===== src/rtl/fpu_defs.sv =====
// rtl/fpu_defs.sv - shared binary32 constants, flag positions and normalized-beat type
package fpu_defs;

    localparam int EXP_W    = 8;
    localparam int MAN_W    = 24;
    localparam int EXP_BIAS = 127;
    localparam int EXP_MAX  = 255;

    localparam logic [31:0] QNAN    = 32'h7FC0_0000;
    localparam logic [31:0] POS_INF = 32'h7F80_0000;
    localparam logic [31:0] NEG_INF = 32'hFF80_0000;

    localparam int FLG_OVF  = 3;
    localparam int FLG_UNF  = 2;
    localparam int FLG_INX  = 1;
    localparam int FLG_ZERO = 0;

    // Normalized beat handed from the shifter stage to the rounder.
    // exp is a 10-bit two's-complement value so underflow/overflow stay visible.
    typedef struct packed {
        logic        sign;
        logic [9:0]  exp;
        logic [23:0] mant;
        logic [2:0]  grs;
        logic        zero;
        logic        unf;
    } norm_t;

endpackage


===== src/rtl/add_sub_round_rne.sv =====
// rtl/add_sub_round_rne.sv - round-to-nearest-even and binary32 packing with flags
import fpu_defs::*;

module add_sub_round_rne (
    input  norm_t       norm,
    output logic [31:0] result,
    output logic [3:0]  flags
);

    logic               inc;
    logic [24:0]        sum;
    logic signed [9:0]  exp_r;
    logic [22:0]        frac;
    logic               hidden_unused;

    // Round, renormalize a carry out of the significand, then classify the beat.
    always_comb begin
        inc           = norm.grs[2] & (norm.grs[1] | norm.grs[0] | norm.mant[0]);
        sum           = {1'b0, norm.mant} + {24'h0, inc};
        hidden_unused = sum[23];
        exp_r         = norm.exp + (sum[24] ? 10'sd1 : 10'sd0);
        frac          = sum[24] ? 23'h0 : sum[22:0];
        result        = {norm.sign, exp_r[7:0], frac};
        flags         = 4'h0;
        flags[FLG_INX] = |norm.grs;

        if (norm.zero) begin
            result          = {norm.sign, 31'h0};
            flags           = 4'h0;
            flags[FLG_ZERO] = 1'b1;
        end else if (norm.unf) begin
            result         = {norm.sign, 31'h0};
            flags          = 4'h0;
            flags[FLG_UNF] = 1'b1;
            flags[FLG_INX] = 1'b1;
        end else if (exp_r >= 10'sd255) begin
            result         = {norm.sign, 8'hFF, 23'h0};
            flags          = 4'h0;
            flags[FLG_OVF] = 1'b1;
            flags[FLG_INX] = 1'b1;
        end
    end

endmodule


===== src/rtl/add_sub_norm_round.sv =====
// rtl/add_sub_norm_round.sv - two-stage normalize/round post-adder stage with valid/ready
import fpu_defs::*;

module add_sub_norm_round #(
    parameter int EXP_W = 8,
    parameter int MAN_W = 24
) (
    input  logic             clk,
    input  logic             rst_n,
    input  logic             in_valid,
    output logic             in_ready,
    input  logic             in_sign,
    input  logic [EXP_W-1:0] in_exp,
    input  logic             in_carry,
    input  logic [MAN_W-1:0] in_mant,
    input  logic [2:0]       in_grs,
    input  logic [4:0]       in_shifts,
    output logic             out_valid,
    input  logic             out_ready,
    output logic [31:0]      out_result,
    output logic [3:0]       out_flags
);

    logic              s1_valid;
    logic              s2_valid;
    logic              adv1;
    logic              adv2;
    norm_t             n1;
    norm_t             s1;
    logic [26:0]       wide;
    logic signed [9:0] nexp;
    logic [31:0]       r_result;
    logic [3:0]        r_flags;

    assign adv2      = !s2_valid | out_ready;
    assign adv1      = !s1_valid | adv2;
    assign in_ready  = adv1;
    assign out_valid = s2_valid;

    // Normalize: carry shifts right by one, otherwise shift left by the LZC count.
    always_comb begin
        n1      = '0;
        n1.sign = in_sign;
        wide    = {in_mant, in_grs} << in_shifts;
        nexp    = 10'sd0;
        if (in_carry) begin
            n1.mant = {1'b1, in_mant[23:1]};
            n1.grs  = {in_mant[0], in_grs[2], in_grs[1] | in_grs[0]};
            nexp    = {2'b00, in_exp} + 10'd1;
        end else if (in_shifts == 5'd24 && in_grs == 3'b000) begin
            n1.zero = 1'b1;
        end else begin
            n1.mant = wide[26:3];
            n1.grs  = wide[2:0];
            nexp    = {2'b00, in_exp} - {5'b00000, in_shifts};
        end
        n1.exp = nexp;
        n1.unf = !n1.zero && (nexp <= 10'sd0);
    end

    // Stage 1 register: captures the normalized beat when the pipe advances.
    always_ff @(posedge clk or negedge rst_n) begin
        if (!rst_n) begin
            s1_valid <= 1'b0;
            s1       <= '0;
        end else if (adv1) begin
            s1_valid <= in_valid;
            if (in_valid) begin
                s1 <= n1;
            end
        end
    end

    add_sub_round_rne u_round (
        .norm   (s1),
        .result (r_result),
        .flags  (r_flags)
    );

    // Stage 2 register: holds the packed result steady while downstream stalls.
    always_ff @(posedge clk or negedge rst_n) begin
        if (!rst_n) begin
            s2_valid   <= 1'b0;
            out_result <= 32'h0;
            out_flags  <= 4'h0;
        end else if (adv2) begin
            s2_valid <= s1_valid;
            if (s1_valid) begin
                out_result <= r_result;
                out_flags  <= r_flags;
            end
        end
    end

endmodule


===== config.mk =====
export PLATFORM = sky130hd
export DESIGN_NAME = add_sub_norm_round
export DESIGN_NICKNAME = d
export VERILOG_FILES = /design/src/rtl/fpu_defs.sv /design/src/rtl/add_sub_round_rne.sv /design/src/rtl/add_sub_norm_round.sv
export SDC_FILE = /design/constraint.sdc
export NUM_CORES = 1
export LEC_CHECK = 0
export CELL_PAD_IN_SITES_DETAIL_PLACEMENT = 1
export CELL_PAD_IN_SITES_GLOBAL_PLACEMENT = 1
export CORE_ASPECT_RATIO = 0.8
export CORE_MARGIN = 2
export CORE_UTILIZATION = 38
export DETAILED_ROUTE_END_ITERATION = 8
export PLACE_DENSITY_LB_ADDON = 0.12
export SYNTH_ARGS = -nofsm -noshare
export SYNTH_HDL_FRONTEND = slang
export SYNTH_SLANG_ARGS = --single-unit

===== constraint.sdc =====
create_clock -name clk -period 2.9 [get_ports clk]
set_input_delay 0.58 -clock clk [delete_from_list [all_inputs] [get_ports clk]]
set_output_delay 0.58 -clock clk [all_outputs]
set_load 0.01 [all_outputs]

==> impl_metrics.ini <==
[outcome]
status = finished, violations left
violations = setup timing

[final_layout]
num_antenna_cells = 0
regArea_mm2 = 0.00195
utilization = 0.550
final_nets = 843
multi_input_area_mm2 = 0.00357
fill_cells = 1636
drive_gt1_frac = 0.268
syn_to_final_growth_pct = 40.1

[clock_network]
cts_tree = built
clk_latency_ns = 0.34
cts_inserted_buffers = 9
clockRootBuffer = clkbuf_16
numClockSinks = 78
cts_buffer_depth = 2
cts.clk_slew.worst_paths_ns = 0.06
h-tree-depth = 3

[sta]
fin_setup_tns_ns = -15.33
fin_crit_ns = 3.39
worstMarginPinSlew_ns = 0.988
rsz0062_at_grt = yes
fmax_mhz = 295
maxSlewViolCount = 0
worst_slack_ns = -0.492
finalCritPeriodShare = 1.17
final_hold_viol_count = 0
skew_ns = 0.00649
slew_headroom = 0.341
finalSetupViolCount = 33

[floorplan]
fp.coreArea_mm2 = 0.0144
start_util = 0.393
io_pins = 84
rows = 39
fp.dieW_um = 140
dieArea_mm2 = 0.0159
die_y_um = 113

[logic_synthesis]
ys_seq_elements = 78
yosysWarnings = 0
yosysTopAreaCellShare = 0.345
synth_area_mm2 = 0.00566
async_reset_ff_frac = 1.00
synth_edf_count = 0
syn_area_per_cell_um2 = 9.29
synth.most_common_cell = nand2_1
synth_cells = 609
synth-main-ff-cell = dfrtp_1
yosysUniqueCellTypes = 71
synth_common_cells = nand2_1, dfrtp_1, nor2_1, mux2i_1, o21ai_0
ys_seq_area_frac = 0.345
syn_nets = 665
yosys.area.top_type = dfrtp_1
synth_area_leaders = dfrtp_1, mux4_2, nand2_1, mux2i_1, nor2_1

[grt]
first_global_vias = 5941
grt-ovfl-total = 0
grt_max_degree = 79
grt_pass1_wl_um = 32800
grt_usage = 0.263
antenna_found_initial = 0

[detailed_routing]
wl_per_cell_um = 21.2
wl_um = 20700
drtIter0Drc = 336
vias = 5555
antenna_left = 0
avgViaCountPerCell = 5.69
drcViolationCount = 0
first_pass_iters = 6

[critical_path]
critical_path.top_delay_family = simple AND/OR/NAND/NOR gates
cpPeakStageDelay_ns = 0.58
startpoint_type = flop
critPathKind = reg2reg
cp_num_buf_inv = 1
arrival_ns = 3.67
critPathMaxFanout = 7
crit_chain = and2_4 -> ha_4 -> and4_1 -> nand4_1 -> nor4_4 -> and3_4 -> ha_4 -> nand4_1 -> or4_4 -> a2bb2oi_4 -> o221ai_4 -> buf_4 -> nor2_4 -> a221o_1
critPathCaptureType = flop
cp_slowest_cell = or4_4
crit_required_ns = 3.18

[power]
powerDensity_mw_per_mm2 = 524
vdd_drop_max_v = 0.000272
power.leakage_uw = 0.00336

[job]
cap_violations = 0

[hold_path]
worstHoldPathType = in2async

[placement]
dp_slack_ns = -0.449
place_congestion = 0.920
place_hpwl_um = 14700
port_buffers = 83
==> stage by stage <==
step | hold WS, ns | cells | cell area (um2) | power, uW
2_1_floorplan | 0.284 | 609 | 5700 | 2150
3_3_place_gp | 0.461 | 930 | 7270 | 2820
3_5_place_dp | 0.473 | 930 | 7270 | 2880
4_1_cts | 0.447 | 975 | 7890 | 4140
5_1_grt | 0.480 | 976 | 7920 | 4360
6_report | 0.406 | 976 | 7920 | 4150
==> where the power goes <==
group	internal (uW)	switching, uW	total, uW
clock network	774	426	1200
logic	762	743	1500
registers	1290	162	1450
==> cell families after synthesis <==
logic type / share of synthesized area
muxes: 0.147
adders and majority gates: 0.0235
AOI/OAI and AO/OA: 0.181
xor gates and xnor gates: 0.0604
DFF: 0.345
buffers and inverters: 0.0476
and+or+nand+nor: 0.196
==> registers in the layout, indices dropped and copies added (netlist names) <==
name and flops:
out_flags 4, out_result 32, s1_valid 1, out_valid 1, s1 40
==> layer usage <==
metal,part of all wire,wire length [um],global-route usage
met1,0.46,9580,0.367
met2,0.46,9570,0.426
met3,0.044,907,0.0305
met4,0.030,616,0.0990
met5,0,0,0
==> worst register-to-register path, stage by stage, from the launching register on <==
cell and delay (ns):
dfrtp_1 0.37, and2_4 0.18, ha_4 0.14, and4_1 0.21, nand4_1 0.21, nor4_4 0.25, and3_4 0.25, ha_4 0.15
nand4_1 0.20, or4_4 0.58, a2bb2oi_4 0.18, o221ai_4 0.14, buf_4 0.18, nor2_4 0.16, a221o_1 0.15
==> placed cells by master, fill, tap and decap left out, drive strengths merged, types with 8 or more instances in the layout <==
| cell type | instances |
|---|---|
| clkdlybuf4s50 | 81 |
| mux4 | 21 |
| a21oi | 20 |
| buf | 124 |
| o21ai | 46 |
| xor2 | 20 |
| nand2 | 91 |
| mux2i | 29 |
| nand3 | 19 |
| nor2 | 62 |
| and3 | 8 |
| dfrtp | 78 |
| a221oi | 20 |
| xnor2 | 19 |
| nor3 | 10 |
| clkbuf | 12 |
| inv | 13 |
| ha | 9 |
==> cell type report <==
class,count,area share
multi-input combinational,478,0.450
clock inverter,4,0.00884
timing repair buffer,205,0.227
clock buffer,12,0.0311
inverter,15,0.00711
tap,184,0.0291
sequential,78,0.246
==> what timing repair did <==
item,CTS,global route
setup endpoints to repair,33,34
hold buffers,0,0
gates cloned,2,0
gates resized for setup,12,5
pin swaps,12,9
setup buffers,27,1
==> final timing paths <==
path	startpoint	to	slack, ns	cells after the start
setup / recovery	s1[4]	out_result[23]	-0.49	14
hold / removal	rst_n	s1_valid	0.41	1
setup reg to reg	s1[4]	out_result[23]	-0.49	14
hold reg to reg	out_result[15]	out_result[15]	0.48	2
max in group asynchronous	rst_n	out_result[17]	1.86	1
min in group clk	out_result[15]	out_result[15]	0.48	2
Note: power is estimated with default switching activity, not from simulation.
